## src/rtl/spi_frame_tx_if.sv

```systemverilog
// SPI pins, link-alive qualifier and frame status exchanged between a SPI master and spi_frame_tx.
interface spi_frame_tx_if;
    logic       sclk;
    logic       cs_n;
    logic       detect;
    logic       miso;
    logic       busy;
    logic       frame_done;
    logic [7:0] frame_cnt;

    modport slave (
        input  sclk, cs_n, detect,
        output miso, busy, frame_done, frame_cnt
    );

    modport master (
        output sclk, cs_n, detect,
        input  miso, busy, frame_done, frame_cnt
    );
endinterface

```

## src/rtl/spi_frame_tx.sv

```systemverilog
// Dummy camera SPI slave: streams a (x + y + frame count) test pattern on MISO, MSB first, SPI mode 0.
// Defining SPI_FRAME_TX_HEADER_EN prefixes every frame with the words 0xA5 and the frame count.
module spi_frame_tx #(
    parameter int WIDTH    = 64,
    parameter int HEIGHT   = 64,
    parameter int PIX_BITS = 8
) (
    input  logic          CLK,
    input  logic          RST,
    spi_frame_tx_if.slave bus
);
    localparam int XW = (WIDTH > 1) ? $clog2(WIDTH) : 1;
    localparam int YW = (HEIGHT > 1) ? $clog2(HEIGHT) : 1;
    localparam int BW = (PIX_BITS > 1) ? $clog2(PIX_BITS) : 1;
    localparam logic [BW-1:0] BIT_TOP = BW'(PIX_BITS - 1);
    localparam logic [XW-1:0] X_LAST  = XW'(WIDTH - 1);
    localparam logic [YW-1:0] Y_LAST  = YW'(HEIGHT - 1);

    localparam logic [1:0] S_IDLE  = 2'd0;
    localparam logic [1:0] S_ARM   = 2'd1;
    localparam logic [1:0] S_SHIFT = 2'd2;

    logic [1:0]          state;
    logic [XW-1:0]       x;
    logic [YW-1:0]       y;
    logic [BW-1:0]       bit_idx;
    logic [PIX_BITS-2:0] shreg;
    logic                shift_out;
    logic                done_pulse;
    logic [7:0]          frame_count;

    logic [2:0] sclk_sync;
    logic [2:0] cs_sync;
    logic       sclk_fall;
    logic       cs_high;

    logic                end_of_line;
    logic                end_of_frame;
    logic [XW-1:0]       adv_x;
    logic [YW-1:0]       adv_y;
    logic [7:0]          adv_cnt;
    logic [XW-1:0]       next_x;
    logic [YW-1:0]       next_y;
    logic [7:0]          next_cnt;
    logic                next_done;
    logic [PIX_BITS-1:0] start_word;
    logic [PIX_BITS-1:0] next_word;

`ifdef SPI_FRAME_TX_HEADER_EN
    localparam logic [PIX_BITS-1:0] HDR_SYNC = PIX_BITS'(8'hA5);
    // 0: sync word, 1: frame-count word, 2: pixel stream
    logic [1:0] hdr_idx;
    logic [1:0] next_hdr;
`endif

    function automatic logic [PIX_BITS-1:0] pix_of(input logic [XW-1:0] px,
                                                   input logic [YW-1:0] py,
                                                   input logic [7:0]    pc);
        return PIX_BITS'(px) + PIX_BITS'(py) + PIX_BITS'(pc);
    endfunction

    always_ff @(posedge CLK) begin
        if (RST) begin
            sclk_sync <= 3'b000;
            cs_sync   <= 3'b111;
        end else begin
            sclk_sync <= {sclk_sync[1:0], bus.sclk};
            cs_sync   <= {cs_sync[1:0], bus.cs_n};
        end
    end

    assign sclk_fall = sclk_sync[2] & ~sclk_sync[1];
    assign cs_high   = cs_sync[2];

    // start_word opens a transaction; next_* describe the stream once the current word completes.
    always_comb begin
        end_of_line  = (x == X_LAST);
        end_of_frame = end_of_line && (y == Y_LAST);
        adv_x        = end_of_line ? '0 : x + 1'b1;
        adv_y        = end_of_frame ? '0 : (end_of_line ? y + 1'b1 : y);
        adv_cnt      = end_of_frame ? frame_count + 8'd1 : frame_count;
        next_x       = adv_x;
        next_y       = adv_y;
        next_cnt     = adv_cnt;
        next_done    = end_of_frame;
        next_word    = pix_of(adv_x, adv_y, adv_cnt);
        start_word   = pix_of(x, y, frame_count);
`ifdef SPI_FRAME_TX_HEADER_EN
        next_hdr = hdr_idx;
        if (hdr_idx == 2'd0) begin
            start_word = HDR_SYNC;
            next_hdr   = 2'd1;
            next_x     = x;
            next_y     = y;
            next_cnt   = frame_count;
            next_done  = 1'b0;
            next_word  = PIX_BITS'(frame_count);
        end else if (hdr_idx == 2'd1) begin
            start_word = PIX_BITS'(frame_count);
            next_hdr   = 2'd2;
            next_x     = x;
            next_y     = y;
            next_cnt   = frame_count;
            next_done  = 1'b0;
            next_word  = pix_of(x, y, frame_count);
        end else if (end_of_frame) begin
            next_hdr  = 2'd0;
            next_word = HDR_SYNC;
        end
`endif
    end

    always_ff @(posedge CLK) begin
        if (RST) begin
            state       <= S_IDLE;
            x           <= '0;
            y           <= '0;
            bit_idx     <= BIT_TOP;
            shreg       <= '0;
            shift_out   <= 1'b0;
            done_pulse  <= 1'b0;
            frame_count <= '0;
`ifdef SPI_FRAME_TX_HEADER_EN
            hdr_idx     <= 2'd0;
`endif
        end else begin
            done_pulse <= 1'b0;
            if (state != S_IDLE && !bus.detect) begin
                // Link lost: the frame restarts from its origin but the frame count survives.
                state     <= S_IDLE;
                x         <= '0;
                y         <= '0;
                bit_idx   <= BIT_TOP;
                shift_out <= 1'b0;
`ifdef SPI_FRAME_TX_HEADER_EN
                hdr_idx   <= 2'd0;
`endif
            end else begin
                case (state)
                    S_IDLE: begin
                        shift_out <= 1'b0;
                        if (bus.detect) begin
                            state <= S_ARM;
                        end
                    end
                    S_ARM: begin
                        if (cs_high) begin
                            shift_out <= 1'b0;
                        end else begin
                            state     <= S_SHIFT;
                            shreg     <= start_word[PIX_BITS-2:0];
                            shift_out <= start_word[PIX_BITS-1];
                            bit_idx   <= BIT_TOP;
                        end
                    end
                    S_SHIFT: begin
                        if (cs_high) begin
                            // Partial word is dropped; x/y hold so the word is resent whole.
                            state     <= S_ARM;
                            shift_out <= 1'b0;
                            bit_idx   <= BIT_TOP;
`ifdef SPI_FRAME_TX_HEADER_EN
                            if (hdr_idx != 2'd2) begin
                                hdr_idx <= 2'd0;
                            end
`endif
                        end else if (sclk_fall) begin
                            if (bit_idx != '0) begin
                                shift_out <= shreg[PIX_BITS-2];
                                shreg     <= shreg << 1;
                                bit_idx   <= bit_idx - 1'b1;
                            end else begin
                                x           <= next_x;
                                y           <= next_y;
                                frame_count <= next_cnt;
                                done_pulse  <= next_done;
                                shreg       <= next_word[PIX_BITS-2:0];
                                shift_out   <= next_word[PIX_BITS-1];
                                bit_idx     <= BIT_TOP;
`ifdef SPI_FRAME_TX_HEADER_EN
                                hdr_idx     <= next_hdr;
`endif
                            end
                        end
                    end
                    default: begin
                        state     <= S_IDLE;
                        shift_out <= 1'b0;
                    end
                endcase
            end
        end
    end

    assign bus.miso       = shift_out;
    assign bus.busy       = (state == S_SHIFT);
    assign bus.frame_done = done_pulse;
    assign bus.frame_cnt  = frame_count;
endmodule
```

## src/flat_wrapper.sv

```systemverilog
// flat-port wrapper written by rule: the top's interface ports become plain ports
module spi_frame_tx_flat 
#(
    parameter int WIDTH    = 64,
    parameter int HEIGHT   = 64,
    parameter int PIX_BITS = 8
)
  (CLK, RST, bus_sclk, bus_cs_n, bus_detect, bus_miso, bus_busy, bus_frame_done, bus_frame_cnt);
  spi_frame_tx_if bus_i ();
  input  logic CLK;
  input  logic RST;
  input wire logic [$bits(bus_i.sclk)-1:0] bus_sclk;
  input wire logic [$bits(bus_i.cs_n)-1:0] bus_cs_n;
  input wire logic [$bits(bus_i.detect)-1:0] bus_detect;
  output wire logic [$bits(bus_i.miso)-1:0] bus_miso;
  output wire logic [$bits(bus_i.busy)-1:0] bus_busy;
  output wire logic [$bits(bus_i.frame_done)-1:0] bus_frame_done;
  output wire logic [$bits(bus_i.frame_cnt)-1:0] bus_frame_cnt;
  assign bus_i.sclk = bus_sclk;
  assign bus_i.cs_n = bus_cs_n;
  assign bus_i.detect = bus_detect;
  assign bus_miso = bus_i.miso;
  assign bus_busy = bus_i.busy;
  assign bus_frame_done = bus_i.frame_done;
  assign bus_frame_cnt = bus_i.frame_cnt;
  spi_frame_tx #(.WIDTH(WIDTH), .HEIGHT(HEIGHT), .PIX_BITS(PIX_BITS)) u_core (.CLK(CLK), .RST(RST), .bus(bus_i));
endmodule
```

## config.mk

```make
export PLATFORM = sky130hd
export DESIGN_NAME = spi_frame_tx_flat
export DESIGN_NICKNAME = d
export VERILOG_FILES = /design/src/rtl/spi_frame_tx_if.sv /design/src/rtl/spi_frame_tx.sv /design/src/flat_wrapper.sv
export SDC_FILE = /design/constraint.sdc
export NUM_CORES = 1
export LEC_CHECK = 0
export CORE_MARGIN = 2
export CORE_UTILIZATION = 25
export DETAILED_ROUTE_END_ITERATION = 6
export SETUP_SLACK_MARGIN = 0.2
export SLEW_MARGIN = 20
export SYNTH_ARGS = -nofsm -noshare
export SYNTH_HDL_FRONTEND = slang
export SYNTH_SLANG_ARGS = --single-unit
```

## constraint.sdc

```tcl
create_clock -name CLK -period 5.3 [get_ports CLK]
set_input_delay 0.53 -clock CLK [delete_from_list [all_inputs] [get_ports CLK]]
set_output_delay 0.53 -clock CLK [all_outputs]
set_load 0.1 [all_outputs]
```

After elaboration in Yosys (flattened, before gate mapping)
Index checks and enable logic that the tools add are counted.
Widths: inputs -> output; s select.
{"block": "op_classes", "shifts": 0, "add_sub_neg": 8, "magnitude_cmp": 0, "muxes": 23, "n_reduce_logical": 14, "n_bitwise": 7, "n_eq_ne": 10, "mul": 0, "n_div": 0}
{"cell": "$mux 7", "count": 4}
{"cell": "$mux 6", "count": 3}
{"cell": "$add 8x8->8", "count": 2}
{"cell": "$add 6x6->7", "count": 2}
{"cell": "$pmux 7 s2", "count": 1}
{"cell": "$add 6x1->6 const B", "count": 2}
{"cell": "$eq 6x6->1 const B", "count": 2}
{"cell": "$mux 3", "count": 4}
{"cell": "$reduce_and 5->1", "count": 2}
{"cell": "$add 8x1->8 const B", "count": 1}
{"cell": "$mux 8", "count": 1}
{"cell": "$mux 2", "count": 3}
{"cell": "$ne 2x2->1 const B", "count": 3}
{"cell": "$not 1->1", "count": 6}
{"cell": "$pmux 2 s3", "count": 1}
{"cell": "$pmux 3 s2", "count": 1}
{"cell": "$reduce_and 3->1", "count": 2}
{"cell": "$reduce_or 6->1", "count": 1}
{"cell": "$mux 1", "count": 4}
{"cell": "$ne 2x1->1 const B", "count": 2}
{"cell": "$reduce_and 4->1", "count": 1}
{"cell": "$reduce_bool 2->1", "count": 2}
{"cell": "$ne 3x1->1 const B", "count": 1}
{"cell": "$reduce_bool 3->1", "count": 1}
{"cell": "9 further kinds", "count": 10}
{"block": "totals", "romBits": 0, "latch_bits": 0, "mem_count": 0, "in_bits": 5, "ram_bits": 0, "elab_cells": 72, "reg_bits": 40, "output_inout_bits": 11}

Longest topological paths before layout
Gate-level depths: netlist of run 1.
{"block": "depth", "depth_word": 9, "depth_mapped": 19, "depth_no_buf": 19}

Least setup slack after synthesis of run 1
OpenSTA, ideal clock, no wires.
{"block": "synth_path", "path_type": "register to register", "startpoint": "reg u_core.x[1]", "endpoint": "reg u_core.shift_out, in the netlist u_core.bus.miso", "path_buffers": 0, "t_arrival_ns": 3.789, "synth_period_minus_slack_ns": 3.877, "path_slack_ns": 1.423, "path_stages_with_launch": 19, "required_time_ns": 5.212, "setup_ns": 0.088, "cell_sequence": "dfxtp_1 -> ha_1 -> nand3_2 -> nor2_1 -> xnor2_1 -> nor2_1 -> ha_1 -> fa_1 -> a21oi_1 -> nor2_1 -> nor2_1 -> xnor2_1 -> ha_1 -> a21oi_1 -> o211ai_1 -> a311oi_1 -> o21ai_0 -> nor3b_2 -> o32ai_2"}
{"block": "synth_between", "elab_chain_len": 9, "word_cells_on_any_way": 16, "classes_between": "add/sub: 5; eq/ne: 1; mux: 9; reduce/logical: 1"}
{"item": "start, declared", "line_no": "spi_frame_tx.sv:24", "rtl": "logic [XW-1:0] x;"}
{"item": "start signal, assigned", "line_no": "spi_frame_tx.sv:173", "rtl": "x <= next_x;"}
{"item": "$eq 6x6->1 *", "line_no": "spi_frame_tx.sv:77", "rtl": "end_of_line = (x == X_LAST);"}
{"item": "$mux 6 / $logic_and 1x1->1 (equally long branches)", "line_no": "spi_frame_tx.sv:80, spi_frame_tx.sv:78"}
{"item": "$mux 6 *", "line_no": "spi_frame_tx.sv:80", "rtl": "adv_y = end_of_frame ? '0 : (end_of_line ? y + 1'b1 : y);"}
{"item": "via u_core.adv_y[0]", "line_no": "spi_frame_tx.sv:40", "rtl": "logic [YW-1:0] adv_y;"}
{"item": "$add 6x6->7 *", "line_no": "spi_frame_tx.sv:59", "rtl": "return PIX_BITS'(px) + PIX_BITS'(py) + PIX_BITS'(pc);"}
{"item": "$add 8x8->8 *", "line_no": "spi_frame_tx.sv:59"}
{"item": "$mux 1 *", "line_no": "spi_frame_tx.sv:168", "rtl": "if (bit_idx != '0) begin"}
{"item": "$mux 1 *", "line_no": "spi_frame_tx.sv:167", "rtl": "end else if (sclk_fall) begin"}
{"item": "$mux 1 *", "line_no": "spi_frame_tx.sv:157", "rtl": "if (cs_high) begin"}
{"item": "$pmux 1 s2 *", "line_no": "spi_frame_tx.sv:139", "rtl": "case (state)"}
{"item": "end signal, assigned", "line_no": "spi_frame_tx.sv:152", "rtl": "shift_out <= start_word[PIX_BITS-1];"}
{"item": "end signal, assigned", "line_no": "spi_frame_tx.sv:169", "rtl": "shift_out <= shreg[PIX_BITS-2];"}
{"item": "end signal, assigned", "line_no": "spi_frame_tx.sv:178", "rtl": "shift_out <= next_word[PIX_BITS-1];"}
{"item": "end, declared", "line_no": "spi_frame_tx.sv:28", "rtl": "logic shift_out;"}
Mark *: on every way through the listed nets, which the timed path passes. The rest lies on a longest branch. The select of a mux whose other input is x is not followed.
A chain may end at the register's enable or synchronous reset.

Worst setup path after layout of run 1
Ends and elaborated chain as after synthesis.

==> impl_results.md, run 1 <==
* Status: finished, final reports clean
* Yosys warnings at 0
* Post-layout nets at roughly 430
* Final hold violation count at 0
* Final setup viols at 0
* Worst-margin pin slew at approximately 1 ns
* Max-slew violation count at 0
* Max Fclk at 0.225 GHz
* Clock Sinks at 40
* HPWL after DPL at between 5000 and 6000 um
* Pwr Density at approximately 220 mW/mm2
* Clock skew at 0.00636 ns
* Avg Cell Area, Syn at 8.15 um2
* Hold Buf Count CTS at 0
* WP buf/inv at 0
* Share of cells above drive strength 1 at 7.18%
* Final setup TNS at 0 ns
* Max H-tree Level at 2
* Die Y-Extent at 115 um
* 1st-pass router iterations at 4
* Pre-CTS setup slack at roughly 0.95 ns
* Switching Power at 0.000179 W
* Fin worst setup slack at between 0.8 and 0.9 ns
* CP arrival at roughly 4.6 ns
* Mapped Area at 0.00306 mm2
* DIE WIDTH at 115 um
* Worst path most repeated cell: nor2_1
* Commonest non-fill, non-tap cell in the layout: nor2_1
* Most frequent cells in the layout: nor2_1, nand2_1, dfxtp_1
* DRC Markers at 0
* Global-route wire length before repair at 12300 um
* Crit. End Element: flop
* Internal Pwr Total at 0.000589 W
* Tcrit/Tclk final at 83.8%
* Routed via count at about 2600
* Largest delay share family, worst path: compound AO/OA/AOI/OAI gates
* Synth area leaders: dfxtp_1, ha_1, xnor2_1
* Seq pwr share at 41.3%
* Vias in the first global route at 2572
* Post-synth top area cell: dfxtp_1
* Comb power frac at under 10%
* Synth Net Count at 418
* Final wirelength at 7380 um
* Max clock buf depth at 2
* DR vias/cell at 4.91
* Buffers on Ports at 15
* Worst skew pair latency at around 0.29 ns
* Top-area cell type share of the netlist area at 26.2%
* RSZ-0062 raised after global routing: no
* Seq/Total Area, Yosys at 26.2%
* Setup CP Type: flop to flop
* Cells along the critical path: ha_1 -> nand3_2 -> nor2_1 -> xnor2_1 -> nor2_1 -> ha_1 -> fa_1 -> a21oi_1 -> nor2_1 -> nor2_1 -> xnor2_1 -> ha_1 -> a21oi_1 -> o211ai_1 -> a311oi_1 -> o21ai_0 -> nor3b_2 -> o32ai_2
* Fillers at 1256
* Final Instance Count excl. Fillers at 537
* Yosys reg bits at 40
* CTS root buf: clkbuf_16
* Switching share of total power at 23.3%
* Synth-to-Final Area Change at 16.1%
* Initial antenna violation count at 0
* Largest net degree at the start of global routing at 26
* CP startpoint kind: flop
* CORE AREA at between 0.01 and 0.015 mm2
* Dpl cell area at 0.00336 mm2
* Static Leak at about 1.4 nW
* Minimum clock period at between 4 and 5 ns
* Initial core utilization at 25.5%
* Final ANT Viol Nets at 0
* CTS tree: done
* Crit-path max FO at 8
* Gpl congestion at 0.908
* Post-Route Utilization at 29.6%
* Relative slew slack at about a third
* Slowest-stage cell, CP: nor2_1
* Top Ports at 16
* Global route overflow at 0
* Cell Count Post-Placement at 529
* Post-cts sizing count at 0
* Standard-cell rows at 40
* Critical Path RT at around 5.5 ns
* Worst Hold Class: flop to flop
* GRT Overall Usage at around an eighth
* Detailed Route Iter0 Violations at roughly 190
* Ant. Diodes at 0
* Die footprint at 0.0131 mm2
* Inserted Clock Buffers at 5
* Peak supply drop at 0.104 mV
* Max-Cap Viols at 0
* Clock transition at the registers of the reported paths at around 0.060 ns
* Yosys cell types at 50
* Post-route cell area at 0.00355 mm2
* Cell count after synthesis at 375
* Drt wl/cell at ~14 um
* Clk pwr share at 49.0%
* # Post-CTS Setup Buffers at 0
* Max incr delay on CP at 0.52 ns
[area by class of cell]
| cell class | count | area, um2 | share of cell area (%) |
|---|---|---|---|
| repair buffers | 18 | 173 | 4.87 |
| flip-flops and latches | 40 | 801 | 22.6 |
| clock inverters | 1 | 30.0 | 0.847 |
| clock buffers | 7 | 153 | 4.30 |
| multi-input cells | 315 | 2170 | 61.3 |
| well taps | 147 | 184 | 5.19 |
| inverters | 9 | 33.8 | 0.953 |
[through the flow]
stage / power [W] / hold WS, ns
2_1_floorplan: 0.000378 / 0.389
3_3_place_gp: 0.000396 / 0.400
3_5_place_dp: 0.000398 / 0.397
4_1_cts: 0.000781 / 0.428
5_1_grt: 0.000803 / 0.450
6_report: 0.000768 / 0.432
[synth_stat cells (all sizes together)]
library cell and n:
o21ai 21, a21oi 26, a22oi 1, o211ai 2, mux2 2, o21bai 4
a211oi 3, nor2b 8, a311oi 2, buf 4, nand2b 7, a31o 1
xor2 12, o21a 3, xnor2 27, nand4b 2, o22ai 3, fa 4
nor3b 3, dfxtp 40, ha 34, o31ai 1, nor2 47, o211a 1
nor3 11, a21o 5, or2 7, nand3 9, a21boi 1, o32ai 1
nand2 40, inv 9, o31a 2, nor4 5, or3 6, nand4 4
and2 1, clkbuf 7, a221oi 1, a31oi 3, mux2i 5
[power groups by stage]
stage | combinational [W] | sequential, W | clock [W]
2_1_floorplan | 0.0000560 | 0.000322 | 0
3_3_place_gp | 0.0000727 | 0.000323 | 0
3_5_place_dp | 0.0000741 | 0.000324 | 0
4_1_cts | 0.0000745 | 0.000317 | 0.000389
5_1_grt | 0.0000853 | 0.000318 | 0.000400
6_report | 0.0000745 | 0.000317 | 0.000377
[state kept, by name, summed over array words and instances, names as in the netlist]
name	cells
u_core.bus.frame_cnt	8
u_core.shreg	7
u_core.x	6
u_core.y	6
u_core.bit_idx	3
u_core.cs_sync	3
u_core.sclk_sync	3
u_core.state	2
u_core.bus.frame_done	1
u_core.bus.miso	1
[per-layer routing]
layer	track usage, %	vias up	wire length (um)
met5	0	-	0
met4	5.37	0	162
met3	1.80	9	199
met2	18.2	42	3230
met1	16.7	1240	3790
li1	-	1345	-
[kinds of logic after synthesis]
logic type,count (synthesis),synth area share (%)
buffers and inverters,20,2.70
DFF,40,26.2
AOI/OAI and AO/OA,81,16.4
muxes,7,2.38
adders and majority gates,38,16.5
and+or+nand+nor,150,24.6
xor gates and xnor gates,39,11.2
[final timing paths]
check | from | endpoint | slack, ns | cells past startpoint
worst max-delay path | u_core.x[1] | u_core.bus.miso | 0.86 | 18
worst min-delay path | u_core.cs_sync[0] | u_core.cs_sync[1] | 0.43 | 1
worst max register to register | u_core.x[1] | u_core.bus.miso | 0.86 | 18
worst min register to register | u_core.cs_sync[0] | u_core.cs_sync[1] | 0.43 | 1
[worst register-to-register path: cells and delay by family (launching register included)]
kind / cells / cell delay, ns
AO/OA/AOI/OAI: 6 / 1.23
AND/OR/NAND/NOR: 6 / 1.15
adder cells (fa/ha/maj): 4 / 1.20
XOR/XNOR: 2 / 0.33
flip-flops: 1 / 0.42
(Power assumes the default switching activity.)
==> run 2, diff against run 1 <==
==> constraint.sdc (replaced) <==
create_clock -name CLK -period 4.24 [get_ports CLK]
set_input_delay 0.424 -clock CLK [delete_from_list [all_inputs] [get_ports CLK]]
set_output_delay 0.424 -clock CLK [all_outputs]
set_load 0.1 [all_outputs]
==> run 2 against run 1 <==
Sequential share of layout area is 0.19 points lower; hold slack got worse by 0.023 ns; critical path depth unchanged; clock power is 3% higher; worst setup slack got worse by 0.33 ns; final cell count increased by 1.1%; cell area up 1.3%; largest power group is now sequential cells; via count is 0.30% higher; combinational power rose by 23%; utilization up 0.39 points; flip-flop and latch count unchanged.
==> impl_results.md, run 2 (synthesis results as in run 1) <==
* WP buf/inv at 2
* Crit. path cell count at 18
* Max H-tree Level at 2
* Final setup TNS at 0 ns
* DRC Markers at 0
* Max reg flops at 8
* Relative slew slack at 35.0%
* RSZ-0062 raised after global routing: no
* Worst skew pair latency at 0.29 ns
* CP arrival at 3.92 ns
* Worst-margin pin slew at 0.972 ns
* Post-Route Utilization at ~30%
* Global-route wire length before repair at 12700 um
* Status: finished, final reports clean
* Clock transition at the registers of the reported paths at 0.06 ns
* Post-layout nets at 438
* Most frequent cells in the layout: nor2_1, nand2_1, dfxtp_1
* Largest net degree at the start of global routing at 26
* Vias in the first global route at around 2600
* Final hold violation count at 0
* DR vias/cell at about 4.9
* Synth-to-Final Area Change at 17.6%
* Max Fclk at 0.269 GHz
* Max-Cap Viols at 0
* Pwr Density at 244 mW/mm2
* Crit. End Element: flop
* Routed via count at roughly 2600
* Slowest-stage cell, CP: dfxtp_2
* Minimum clock period at 3.72 ns
* Peak supply drop at 0.124 mV
* Hold Path Stages at 1
* Ant. Diodes at 0
* Buffers on Ports at 15
* Tcrit/Tclk final at 87.6%
* GRT Overall Usage at 12.2%
* Die footprint at 0.0131 mm2
* CP startpoint kind: flop
* Final setup viols at 0
* Clock Sinks at 40
* CTS root buf: clkbuf_16
* Standard-cell rows at 40
* Worst Hold Class: flop to flop
* Gpl congestion at around 0.86
* Commonest non-fill, non-tap cell in the layout: nor2_1
* Initial core utilization at approximately 26%
* CTS tree: done
* Drt wl/cell at 13.9 um
* Post-route cell area at 0.00359 mm2
* DIE WIDTH at 115 um
* Max incr delay on CP at roughly 0.4 ns
* Top Ports at 16
* Final wirelength at 7540 um
* HPWL after DPL at 5840 um
* Setup CP Type: flop to flop
* Total Power at 0.000875 W
* Initial antenna violation count at 0
* Max-slew violation count at 0
* Share of cells above drive strength 1 at 10.1%
* 1st-pass router iterations at 4
* Cells along the critical path: ha_4 -> nand3_2 -> buf_4 -> nor4_1 -> xnor2_1 -> nor2_1 -> ha_1 -> inv_1 -> nor2_1 -> nor2_2 -> xnor2_1 -> ha_1 -> a21oi_1 -> o211ai_1 -> a311oi_2 -> o21ai_1 -> nor3b_2 -> o32ai_2
* Final ANT Viol Nets at 0
* Detailed Route Iter0 Violations at between 90 and 100
* Critical Path RT at about 4.5 ns
* Max clock buf depth at 2
* Clock skew at 0.00688 ns
* Global route overflow at 0
* Largest delay share family, worst path: simple AND/OR/NAND/NOR gates
* FF-to-FF path depth at 18
* Die Y-Extent at 115 um
* Crit-path max FO at 6
* CORE AREA at 0.0120 mm2
* Final hold slack at approximately 0.4 ns
* Inserted Clock Buffers at 5
* Dpl cell area at 0.00340 mm2
* Static Leak at ~1.4 nW
run 2: worst paths after layout:
check | startpoint | to | slack (ns)
max | u_core.x[1] | u_core.bus.miso | 0.52
max reg2reg | u_core.x[1] | u_core.bus.miso | 0.52
min | u_core.cs_sync[0] | u_core.cs_sync[1] | 0.41
min reg2reg | u_core.cs_sync[0] | u_core.cs_sync[1] | 0.41
run 2: where the power goes:
group / internal (W) / switching (W) / total [W]
clock: 0.000235 / 0.000152 / 0.000387
sequential: 0.000390 / 0.00000708 / 0.000397
combinational: 0.0000362 / 0.0000557 / 0.0000919
total: 0.000661 / 0.000215 / 0.000875
run 2: area by class of cell:
cell class / count / area (um2)
multi-input combinational: 315 / 2210
inverter: 9 / 33.8
clock buffer: 8 / 146
tap: 147 / 184
fill: 1288 / 8370
timing repair buffer: 24 / 218
sequential: 40 / 805
run 2: layer usage:
layer,track usage [%],wire length (um),up-vias
met5,0,0,-
met4,3.66,93,0
met3,2.12,240,6
met2,19.9,3440,40
met1,16.4,3770,1243
li1,-,-,1355
run 2: repair_timing:
item / 4_1_cts / 5_1_grt
endpoints found under the setup margin: 1 / 3
hold buffers: 0 / 0
buffers inserted: 0 / 1
resized for setup: 1 / 10
pin swaps: 0 / 1
endpoints found under the hold margin: 0 / 0
run 2: through the flow:
| stage | setup WS, ns | instances |
|---|---|---|
| finish | 0.525 | 543 |
| global route | 0.185 | 543 |
| CTS | 0.222 | 542 |
| detailed placement | 0.200 | 534 |
| global placement | 0.317 | 534 |
| floorplan | 0.363 | 375 |
